<file path="config.mk">
export PLATFORM = sky130hd
export DESIGN_NAME = expr_char_tx
export DESIGN_NICKNAME = d
export VERILOG_FILES = /design/src/rtl/expr_char_tx.sv
export SDC_FILE = /design/constraint.sdc
export NUM_CORES = 1
export LEC_CHECK = 0
export ABC_AREA = 1
export BUFFER_PORTS_ARGS = -buffer_cell sky130_fd_sc_hd__buf_4
export CORE_MARGIN = 3
export CORE_UTILIZATION = 30
export CTS_CLUSTER_SIZE = 28
export DETAILED_ROUTE_END_ITERATION = 12
export SLEW_MARGIN = 5
export SYNTH_ARGS = -nofsm -noshare
export SYNTH_HDL_FRONTEND = slang
export SYNTH_SLANG_ARGS = --single-unit
</file>
<file path="constraint.sdc">
create_clock -name clk -period 3.6 [get_ports clk]
set_input_delay 0.18 -clock clk [delete_from_list [all_inputs] [get_ports clk]]
set_output_delay 0.18 -clock clk [all_outputs]
set_load 0.02 [all_outputs]
</file>
<file path="src/rtl/expr_char_tx.sv">
// expr_char_tx: serialises a packed expression request into an ASCII stream of
// the form D(OP D)* over a valid/ready byte interface.
`timescale 1ns/1ps
module expr_char_tx #(
  parameter int MAX_OPS = 4,
  parameter int CW      = 3
) (
  input  logic                 clk,
  input  logic                 clr_n,
  input  logic                 start,
  input  logic [CW-1:0]        num_ops,
  input  logic [4*MAX_OPS-1:0] operands,
  input  logic [MAX_OPS-2:0]   ops,
  output logic                 busy,
  output logic                 out_valid,
  input  logic                 out_ready,
  output logic [7:0]           out_char,
  output logic                 out_last,
  output logic                 done,
  output logic                 err
);

  localparam int IW = (MAX_OPS > 1) ? $clog2(MAX_OPS) : 1;

  typedef enum logic [1:0] {
    S_IDLE  = 2'd0,
    S_DIGIT = 2'd1,
    S_OP    = 2'd2,
    S_FIN   = 2'd3
  } state_t;

  state_t             r_state;
  state_t             w_next_state;
  logic [3:0]         r_digits [MAX_OPS];
  logic [MAX_OPS-2:0] r_ops;
  logic [IW-1:0]      r_idx;
  logic [IW-1:0]      r_last_idx;
  logic               r_err;

  logic               w_illegal;
  logic               w_load;
  logic               w_inc;
  logic               w_is_last;

  // Only digits actually used by the expression are range-checked.
  always_comb begin
    w_illegal = (num_ops == '0) || (num_ops > CW'(MAX_OPS));
    for (int i = 0; i < MAX_OPS; i++) begin
      if ((CW'(i) < num_ops) && (operands[4*i +: 4] > 4'd9)) begin
        w_illegal = 1'b1;
      end
    end
  end

  assign w_is_last = (r_idx == r_last_idx);

  // NOTE: every output and control signal gets a default before the case so
  // no path leaves one unassigned, which would otherwise infer a latch.
  always_comb begin
    w_next_state = r_state;
    w_load       = 1'b0;
    w_inc        = 1'b0;
    busy         = 1'b0;
    out_valid    = 1'b0;
    out_char     = 8'h00;
    out_last     = 1'b0;
    done         = 1'b0;
    unique case (r_state)
      S_IDLE: begin
        if (start && !w_illegal) begin
          w_next_state = S_DIGIT;
          w_load       = 1'b1;
        end
      end
      S_DIGIT: begin
        busy      = 1'b1;
        out_valid = 1'b1;
        out_char  = 8'h30 + {4'h0, r_digits[r_idx]};
        out_last  = w_is_last;
        if (out_ready) begin
          w_next_state = w_is_last ? S_FIN : S_OP;
        end
      end
      S_OP: begin
        busy      = 1'b1;
        out_valid = 1'b1;
        out_char  = r_ops[r_idx] ? 8'h2A : 8'h2B;
        if (out_ready) begin
          w_next_state = S_DIGIT;
          w_inc        = 1'b1;
        end
      end
      S_FIN: begin
        done         = 1'b1;
        w_next_state = S_IDLE;
      end
      default: w_next_state = S_IDLE;
    endcase
  end

  // NOTE: state is updated with non-blocking assignments so every register
  // samples the pre-edge values, independent of statement order.
  always_ff @(posedge clk or negedge clr_n) begin
    if (!clr_n) begin
      r_state <= S_IDLE;
      r_err   <= 1'b0;
    end else begin
      r_state <= w_next_state;
      r_err   <= (r_state == S_IDLE) && start && w_illegal;
    end
  end

  // NOTE: the request latches are cleared on reset as well, so nothing from an
  // aborted stream survives into the next one.
  always_ff @(posedge clk or negedge clr_n) begin
    if (!clr_n) begin
      for (int i = 0; i < MAX_OPS; i++) r_digits[i] <= 4'h0;
      r_ops      <= '0;
      r_idx      <= '0;
      r_last_idx <= '0;
    end else if (w_load) begin
      for (int i = 0; i < MAX_OPS; i++) r_digits[i] <= operands[4*i +: 4];
      r_ops      <= ops;
      r_idx      <= '0;
      r_last_idx <= IW'(num_ops - CW'(1));
    end else if (w_inc) begin
      r_idx <= r_idx + IW'(1);
    end
  end

  assign err = r_err;

endmodule

</file>
=== After elaboration in Yosys (flattened, before gate mapping) ===
Index checks and enable logic that the tools add are counted.

* Register bits after elaboration: 26
* Bits of input ports: 26
* Output and inout port bits: 13
* Logic and storage cells: 70

* $add $sub $neg: 3
* $lt $le $gt $ge: 11
* Equal/unequal tests: 7
* Multiplexer cells: 25
* Bitwise gates (word level): 1
* Reduce and logical (&&, ||, !) cells: 14

{| class="wikitable"
|+ Operators with widths
! cell !! number
|-
| 4-bit greater-than comparator, second input constant || 4
|-
| 1-bit 2-to-1 mux || 14
|-
| 7-bit one-hot mux with 2 select lines || 1
|-
| 2-bit 2-to-1 mux || 5
|-
| 4-bit binary-select mux with 2-bit select || 1
|-
| 4-bit 2-to-1 mux || 2
|-
| 2-bit one-hot mux with 4 select lines || 1
|-
| 6-bit by 4-bit adder with 7-bit output, first input constant || 1
|-
| 1-bit logical AND || 7
|-
| 1-bit by 3-bit less-than comparator with 1-bit output, first input constant || 2
|-
| 2-bit by 3-bit less-than comparator with 1-bit output, first input constant || 2
|-
| 2-bit inequality test, second input constant || 3
|-
| 2-bit equality test, second input constant || 2
|-
| 3-bit greater-or-equal comparator, second input constant || 1
|-
| 3-bit greater-than comparator, second input constant || 1
|-
| 3-bit zero test || 1
|-
| 2-bit by 3-bit less-than comparator with 1-bit output, second input constant || 1
|-
| 2-bit NOT with 3-bit output || 1
|-
| 3-bit AND reduction || 1
|-
| 2-bit by 1-bit adder with 2-bit output, second input constant || 1
|-
| 1-bit binary-select mux with 2-bit select || 1
|-
| 2-bit by 1-bit equality test with 1-bit output, second input constant || 1
|-
| 2-bit equality test || 1
|-
| 2-bit zero test || 1
|-
| other kinds (5) || 5
|}

=== Logic depth before layout (Yosys ltp) ===
Gate-level depths: netlist of the first run.

* Depth after elaboration: 11
* Mapped depth: 11
* Gate-level depth less buffers: 10

=== Least setup slack after synthesis of the first run ===
Ideal clock, no wire load.

* Kind: register to output
* From: register r_state[0]
* To: output out_char[0]
* Data arrival time: 1.301 ns
* Required time: 3.420 ns
* Setup slack: 2.119 ns
* Stages on the path, launching flop included: 5
* Buffers on the path: 0
* Path through: dfrtp_1 inv_1 ha_1 inv_1 a21oi_1

* Longest elaborated chain between the ends: 2
* Elaborated cells on any way between the ends: 3
* Those cells by class: eq/ne: 2; mux: 1

{| class="wikitable"
|+ Ends and longest elaborated chain
! item !! line !! RTL
|-
| start, declared || 32 || <nowiki>state_t r_state;</nowiki>
|-
| start signal, assigned || 108 || <nowiki>r_state <= w_next_state;</nowiki>
|-
| 2-bit equality test or 2-bit by 1-bit equality test with 1-bit output (tied branches) || 68 || <nowiki>unique case (r_state)</nowiki>
|-
| 7-bit one-hot mux with 2 select lines * || 68 ||
|-
| end, declared || 17 || <nowiki>output logic [7:0] out_char,</nowiki>
|}

Mark *: on every way between the ends. The rest lies on a longest branch, timed or not.

=== Worst setup path after layout of the first run ===
* From: register r_idx[0]
* To: output out_char[0]

* Longest elaborated chain between the ends: 6
* Elaborated cells on any way between the ends: 9
* Those cells by class: add/sub: 1; mux: 7; bitwise: 1

{| class="wikitable"
|+ Ends and longest elaborated chain
! item !! line !! RTL
|-
| start, declared || 36 || <nowiki>logic [IW-1:0] r_idx;</nowiki>
|-
| start signal, assigned || 127 || <nowiki>r_idx <= r_idx + IW'(1);</nowiki>
|-
| 2-bit NOT with 3-bit output (not written as such) || 78 || <nowiki>out_char = 8'h30 + {4'h0, r_digits[r_idx]};</nowiki>
|-
| 4-bit binary-select mux with 2-bit select || 78 ||
|-
| 4-bit 2-to-1 mux (not written as such) (2 in series) || 78 ||
|-
| 6-bit by 4-bit adder with 7-bit output || 78 ||
|-
| 7-bit one-hot mux with 2 select lines * || 68 ||
|}

Mark *: on every way between the ends. The rest lies on a longest branch, timed or not. The select of a mux whose other input is x is not followed.

==> parameters.txt, run 1 <==
Parameter                              Value

Global route
  Pin count of the biggest net entering global routing    29
  Number of antenna violations at the first check in global routing    0
  Wire length of the first global-routing pass    5809 um
  Aggregate global routing overflow    0
  Number of global-route vias before repair    1230
  All-Layer GR Usage    12.46%

Setup path
  Crit path max-delay family    flip-flops
  Startpoint-to-endpoint class of the critical path    register to primary output
  Register-to-register setup slack    1.88 ns
  Req. time, crit path    3.42 ns
  Ordered cell list for the critical path    inv_1 -> a21oi_1 -> o21ai_0 -> nand2_1 -> nand2_1 -> a21oi_1 -> buf_4
  Maximum single-stage delay on the critical path    0.56 ns
  Max FO, Critical Path    13
  Critical path arrival    1.73 ns
  Highest-delay cell along the critical path    dfrtp_1
  Endpoint type of the worst setup path    primary output
  Kind of start point of the critical path    register
  CP bufs+invs    2

Placement
  Final weighted congestion of routability-driven global placement    0.8145
  Total of buffers placed on input and output ports    36
  Half-perimeter wire length of the detailed placement result    2645 um
  Placed Cells    289
  Cell area reported after detailed placement    1757 sq um

Timing
  Setup TNS    0 ns
  Number of hold violations in the final report    0
  Setup repair after global routing missed its margin    false
  Post-layout min period    1.912 ns
  Maximum clock frequency    522.9 MHz
  Setup skew after layout    0.001733 ns
  Endpoints failing setup    0
  Ratio of final minimum period to clock period    53.12%
  Slew Limit Fails    0

Synthesis
  Syn_area_per_cell    7.431 sq um
  Flop and latch count out of synthesis    26
  Synth warn    0
  Post-synthesis cell area    1471 sq um
  Most instantiated flip-flop cell in the synthesis netlist    dfrtp_1
  Number of enable flip-flop cells after synthesis    0
  Sequential cell area fraction in the yosys report    44.22%
  Share of synthesized flip-flops with an asynchronous set or reset    100.0%
  Count of distinct cell types in the synthesized netlist    23
  Gate count after technology mapping    198

Final layout
  Sequential standard cell area    650.6 sq um
  Share of final-layout standard cells stronger than drive strength 1    20.96%
  Non-filler cells, final    294
  Filler Cells Inserted    485
  Antenna cell count    0
  Net total in the final layout    261
  P&R area growth vs syn    23.81%
  Final instance area    1822 sq um
  Total area of multi-input combinational cells    641.9 sq um

Route
  Via total after detailed routing    1277
  Number of detailed-routing iterations run before antenna repair    4
  Final antenna-violating net count    0
  Final WL    3398 um
  Routed len/inst    11.56 um
  Iteration-0 DRC count of the detailed router    38
  Average via count per standard cell    4.344
  Post-route DRC violation count    0

Floorplan
  Width of the chip    76.04 um
  Initial Utilization    32.45%
  Site row count    24
  Area inside the core boundary    4534 sq um
  Area of the die    5781 sq um
  Die height    76.04 um
  Ports placed on the boundary    39

Hold path
  Path class of the lowest-slack min-delay path    input port to register

Outcome
  Result of the run    finished clean

Clocking
  Clock sink total    26
  Hold Buf Count CTS    1
  Clock-pin slew on the worst setup and hold paths    0.09 ns
  Post-CTS Setup Bufs    0
  Cell chosen for the clock root    clkbuf_8
  PostCTS Resize Cnt    0
  CTS tree    done
  Number of levels in the clock H-tree    1
  Total CTS buffers    3
  Maximum clock path buffer count    2
  Worst-skew pair later-pin latency    0.27 ns

Power and ir drop
  Leakage power summed over all cells    0.9982 nW
  Post-layout power    1.430 mW
  Power density of the placed cells    785.0 nW/um^2
  Worst voltage drop across the vdd grid    0.2164 mV

Flow run
  Maximum Capacitance Violations    0
## report_power, final
part	switching, mW	leakage (nW)	internal [mW]
sequential	0.0950	0.319	0.431
clock	0.0943	0.0288	0.0978
combinational	0.429	0.650	0.283
## tightest hold or removal path: cells and delay by family
family	cells	cell delay, ns
simple gates	2	0.09
buf+inv	1	0.07
## routing by layer
metal	GRT usage [%]	vias to the layer above	part of all wire, %
met1	17.19	573	49
met3	2.364	5	3.4
met5	0	-	0
met4	3.261	0	0.97
met2	20.12	26	46
li1	-	673	-
## per-stage QoR
stage / utilization [%] / setup WS (ns) / hold WS (ns)
final: 40.18 / 1.688 / 0.1023
after global routing: 40.18 / 1.553 / 0.1008
after CTS: 40.18 / 1.687 / 0.1006
after detailed placement: 38.74 / 1.819 / 0.1167
after global placement: 38.74 / 1.830 / 0.1121
after floorplan: - / 2.119 / -0.1156
## worst paths after layout
path | end | startpoint | depth (start not counted)
setup / recovery | out_char[0] | r_idx[0] | 7
hold / removal | r_digits[0] | operands[12] | 3
setup reg to reg | r_digits[15] | r_state[0] | 7
hold reg to reg | r_ops[2] | r_ops[2] | 2
max in group asynchronous | r_ops[2] | clr_n | 2
min in group asynchronous | r_digits[9] | clr_n | 2
## Yosys cell counts (2+ instances only)
cell      count  share of area (%)
xor2_1        2                1.2
buf_4         5                2.6
buf_2         2               0.68
clkbuf_1      3               0.77
inv_2         3               0.77
ha_1          5                4.3
a21oi_1      11                3.7
nor2_1        7                1.8
nand3_1      10                3.4
inv_1        27                6.9
o21ai_0      24                8.2
dfrtp_1      26                 44
nand2_1      63                 16
## cells by family after synthesis
| family | synth area share, % |
|---|---|
| adders and majority gates | 4.252 |
| AOI/OAI and AO/OA | 13.78 |
| and+or+nand+nor | 23.90 |
| other | 0.2549 |
| DFF | 44.22 |
| xor gates and xnor gates | 1.191 |
| buffers and inverters | 12.42 |
## sequential cells by signal, indices dropped and copies added (netlist names)
register and count:
err 1, r_ops 3, r_digits 16, r_state 2, r_idx 2, r_last_idx 2
## cell usage in the layout (no fill, tap or decap), types with 2 or more instances in the layout
cell / count
nand2_1: 63
a21oi_1: 11
buf_4: 36
xor2_1: 2
dfrtp_1: 26
nand3_1: 10
o21ai_0: 24
ha_1: 5
clkbuf_8: 4
conb_1: 2
inv_2: 3
nor2_1: 7
inv_1: 27
## layout make-up
type	count	area share (%)
repair buffers	37	15.38
inverters	30	6.181
flip-flops and latches	26	35.71
multi-input cells	132	35.23
clock buffers	4	3.022
well taps	65	4.464
Power figures use the tool's default switching activity.
==> run 2, diff against run 1 <==
==> constraint.sdc (replaced) <==
create_clock -name clk -period 1.67 [get_ports clk]
set_input_delay 0.0835 -clock clk [delete_from_list [all_inputs] [get_ports clk]]
set_output_delay 0.0835 -clock clk [all_outputs]
set_load 0.02 [all_outputs]
==> run 2 against run 1 <==
Non-clock buffer count is 9 higher. Count of clock-buffer cells in the layout is 1 lower. Largest cell class is now multi-input combinational cells. Setup slack worse by 1.7 ns. Clock power grew to 2.7 times the previous value. First-iteration DRC count is 34% higher.
==> parameters.txt, run 2 (synthesized netlist as in run 1, its figures left out) <==
Parameter                              Value

Outcome
  Result of the run    finished clean

Power and ir drop
  Proportion of power drawn by combinational gates    54.0%
  Switching Fraction    41.29%
  Worst voltage drop across the vdd grid    0.6406 mV
  Power density of the placed cells    1767 nW/um^2
  Leakage power summed over all cells    1.047 nW
  Post-layout power    3.501 mW
  Clock power share    15.0%
  Reg power frac    31.0%
  Net Switching    1.446 mW
  Pint    2.055 mW

Clocking
  Cell chosen for the clock root    clkbuf_8
  Clock-pin slew on the worst setup and hold paths    0.09 ns
  Worst-skew pair later-pin latency    0.27 ns
  Total CTS buffers    3
  Maximum clock path buffer count    2
  Clock sink total    26
  Number of levels in the clock H-tree    1
  CTS tree    done

Setup path
  Startpoint-to-endpoint class of the critical path    register to primary output
  Critical path arrival    1.56 ns
  Endpoint type of the worst setup path    primary output
  Max FO, Critical Path    5
  Kind of start point of the critical path    register
  Req. time, crit path    1.59 ns

Floorplan
  Ports placed on the boundary    39
  Site row count    24
  Area inside the core boundary    4534 sq um
  Die height    76.04 um
  Width of the chip    76.04 um
  Area of the die    5781 sq um
  Initial Utilization    32.45%

Timing
  Setup skew after layout    0.003770 ns
  Maximum clock frequency    609.5 MHz
  Final Hold Slack    0.01136 ns
  Post-layout min period    1.641 ns
  Number of hold violations in the final report    0
  Setup TNS    0 ns
  Slew Limit Fails    0
  Setup repair after global routing missed its margin    true
  Ratio of final minimum period to clock period    98.24%
  Endpoints failing setup    0

Placement
  Total of buffers placed on input and output ports    36
  Final weighted congestion of routability-driven global placement    0.7557
  Placed Cells    292
  Half-perimeter wire length of the detailed placement result    2646 um

Route
  Post-route DRC violation count    0
  Final antenna-violating net count    0
  Average via count per standard cell    4.336
  Final WL    3552 um
  Number of detailed-routing iterations run before antenna repair    4
  Routed len/inst    11.68 um
  Via total after detailed routing    1318
  Iteration-0 DRC count of the detailed router    51

Final layout
  Antenna cell count    0
  Reg with most FFs    r_digits
  Net total in the final layout    271
  Registers with the most flip-flops    r_digits x16, r_ops x3
  Commonest non-fill, non-tap cell in the layout    nand2_1
  Flip-flop count of the largest register after layout    16
  Share of final-layout standard cells stronger than drive strength 1    26.78%
  P&R area growth vs syn    34.69%
  Non-filler cells, final    304
  Leading cell types in the layout, fill and taps excluded    nand2_1 (63), buf_4 (40), inv_1 (26)

Global route
  Number of global-route vias before repair    1295
  GRT met2 Usage    21.81%
  Wire length of the first global-routing pass    6044 um
  All-Layer GR Usage    12.82%
  Pin count of the biggest net entering global routing    28
  Number of antenna violations at the first check in global routing    0
  Met1 Usage GRT    16.36%
  Global-route track usage on met3    3.428%
  GR peak layer    met2
  Aggregate global routing overflow    0

Flow run
  Maximum Capacitance Violations    0

Hold path
  Path class of the lowest-slack min-delay path    input port to register
## run 2: changes by cell type in the layout (fill, tap and decap cells not counted), moves of 2 or more
cell,change
buf_4,+4
a21oi_2,+3
ha_1,-3
buf_6,+2
dlygate4sd3_1,+2
clkinvlp_4,+2
a21oi_1,-3
o21ai_0,-7
ha_4,+2
o21ai_1,+7
## run 2: cell type report
class / instances / area, sq um
clock buffers: 3 / 41.29
multi-input cells: 132 / 680.7
repair buffers: 46 / 372.9
repair inverters: 1 / 7.507
clock inverters: 1 / 30.03
inverters: 30 / 116.4
fillers: 480 / 2552
flip-flops and latches: 26 / 651.9
well taps: 65 / 81.33
## run 2: worst max-delay path, stage by stage (launching register included)
cell	delay, ns
dfrtp_2	0.44
clkinvlp_4	0.16
buf_6	0.14
a21oi_2	0.10
o21ai_1	0.08
a21oi_1	0.19
buf_4	0.17
## run 2: metal layers
layer	vias up	part of all wire (%)
li1	691	-
met2	29	48
met1	594	47
met3	4	4.8
met4	0	0.79
met5	-	0
## run 2: path summary, 6_finish.rpt
check / start / end / slack [ns] / depth (start not counted)
setup reg to reg: r_state[0] / r_state[0] / 0.27 / 7
setup / recovery: r_idx[0] / out_char[2] / 0.03 / 6
max in group asynchronous: clr_n / r_idx[0] / 1.15 / 2
min in group asynchronous: clr_n / r_digits[9] / 0.25 / 2
hold reg to reg: r_digits[12] / r_digits[12] / 0.48 / 2
hold / removal: ops[2] / r_ops[2] / 0.01 / 3
## run 2: power groups by stage
| stage | combinational, mW | sequential (mW) | clock (mW) |
|---|---|---|---|
| after detailed placement | 1.65 | 1.08 | 0 |
| final | 1.89 | 1.08 | 0.526 |
| after CTS | 1.78 | 1.06 | 0.546 |
| after global routing | 2.14 | 1.12 | 0.556 |
| after floorplan | 1.18 | 1.05 | 0 |
| after global placement | 1.63 | 1.07 | 0 |
## run 2: stage by stage
stage / worst slack (ns) / util, % / instance area (sq um)
after detailed placement: 0.1866 / 39.51 / 1792
after CTS: 0.007721 / 42.69 / 1936
final: 0.02944 / 43.71 / 1982
after global routing: -0.06378 / 43.71 / 1982
after global placement: 0.2211 / 39.51 / 1792
after floorplan: 0.2850 / - / 1475
## run 2: timing repair
| action | 4_1_cts | 5_1_grt |
|---|---|---|
| pin swaps | 0 | 1 |
| cloned | 0 | 1 |
| buffers inserted | 2 | 2 |
| endpoints found under the setup margin | 3 | 3 |
| resized for setup | 4 | 15 |
| hold buffers | 3 | 0 |
| endpoints found under the hold margin | 28 | 0 |
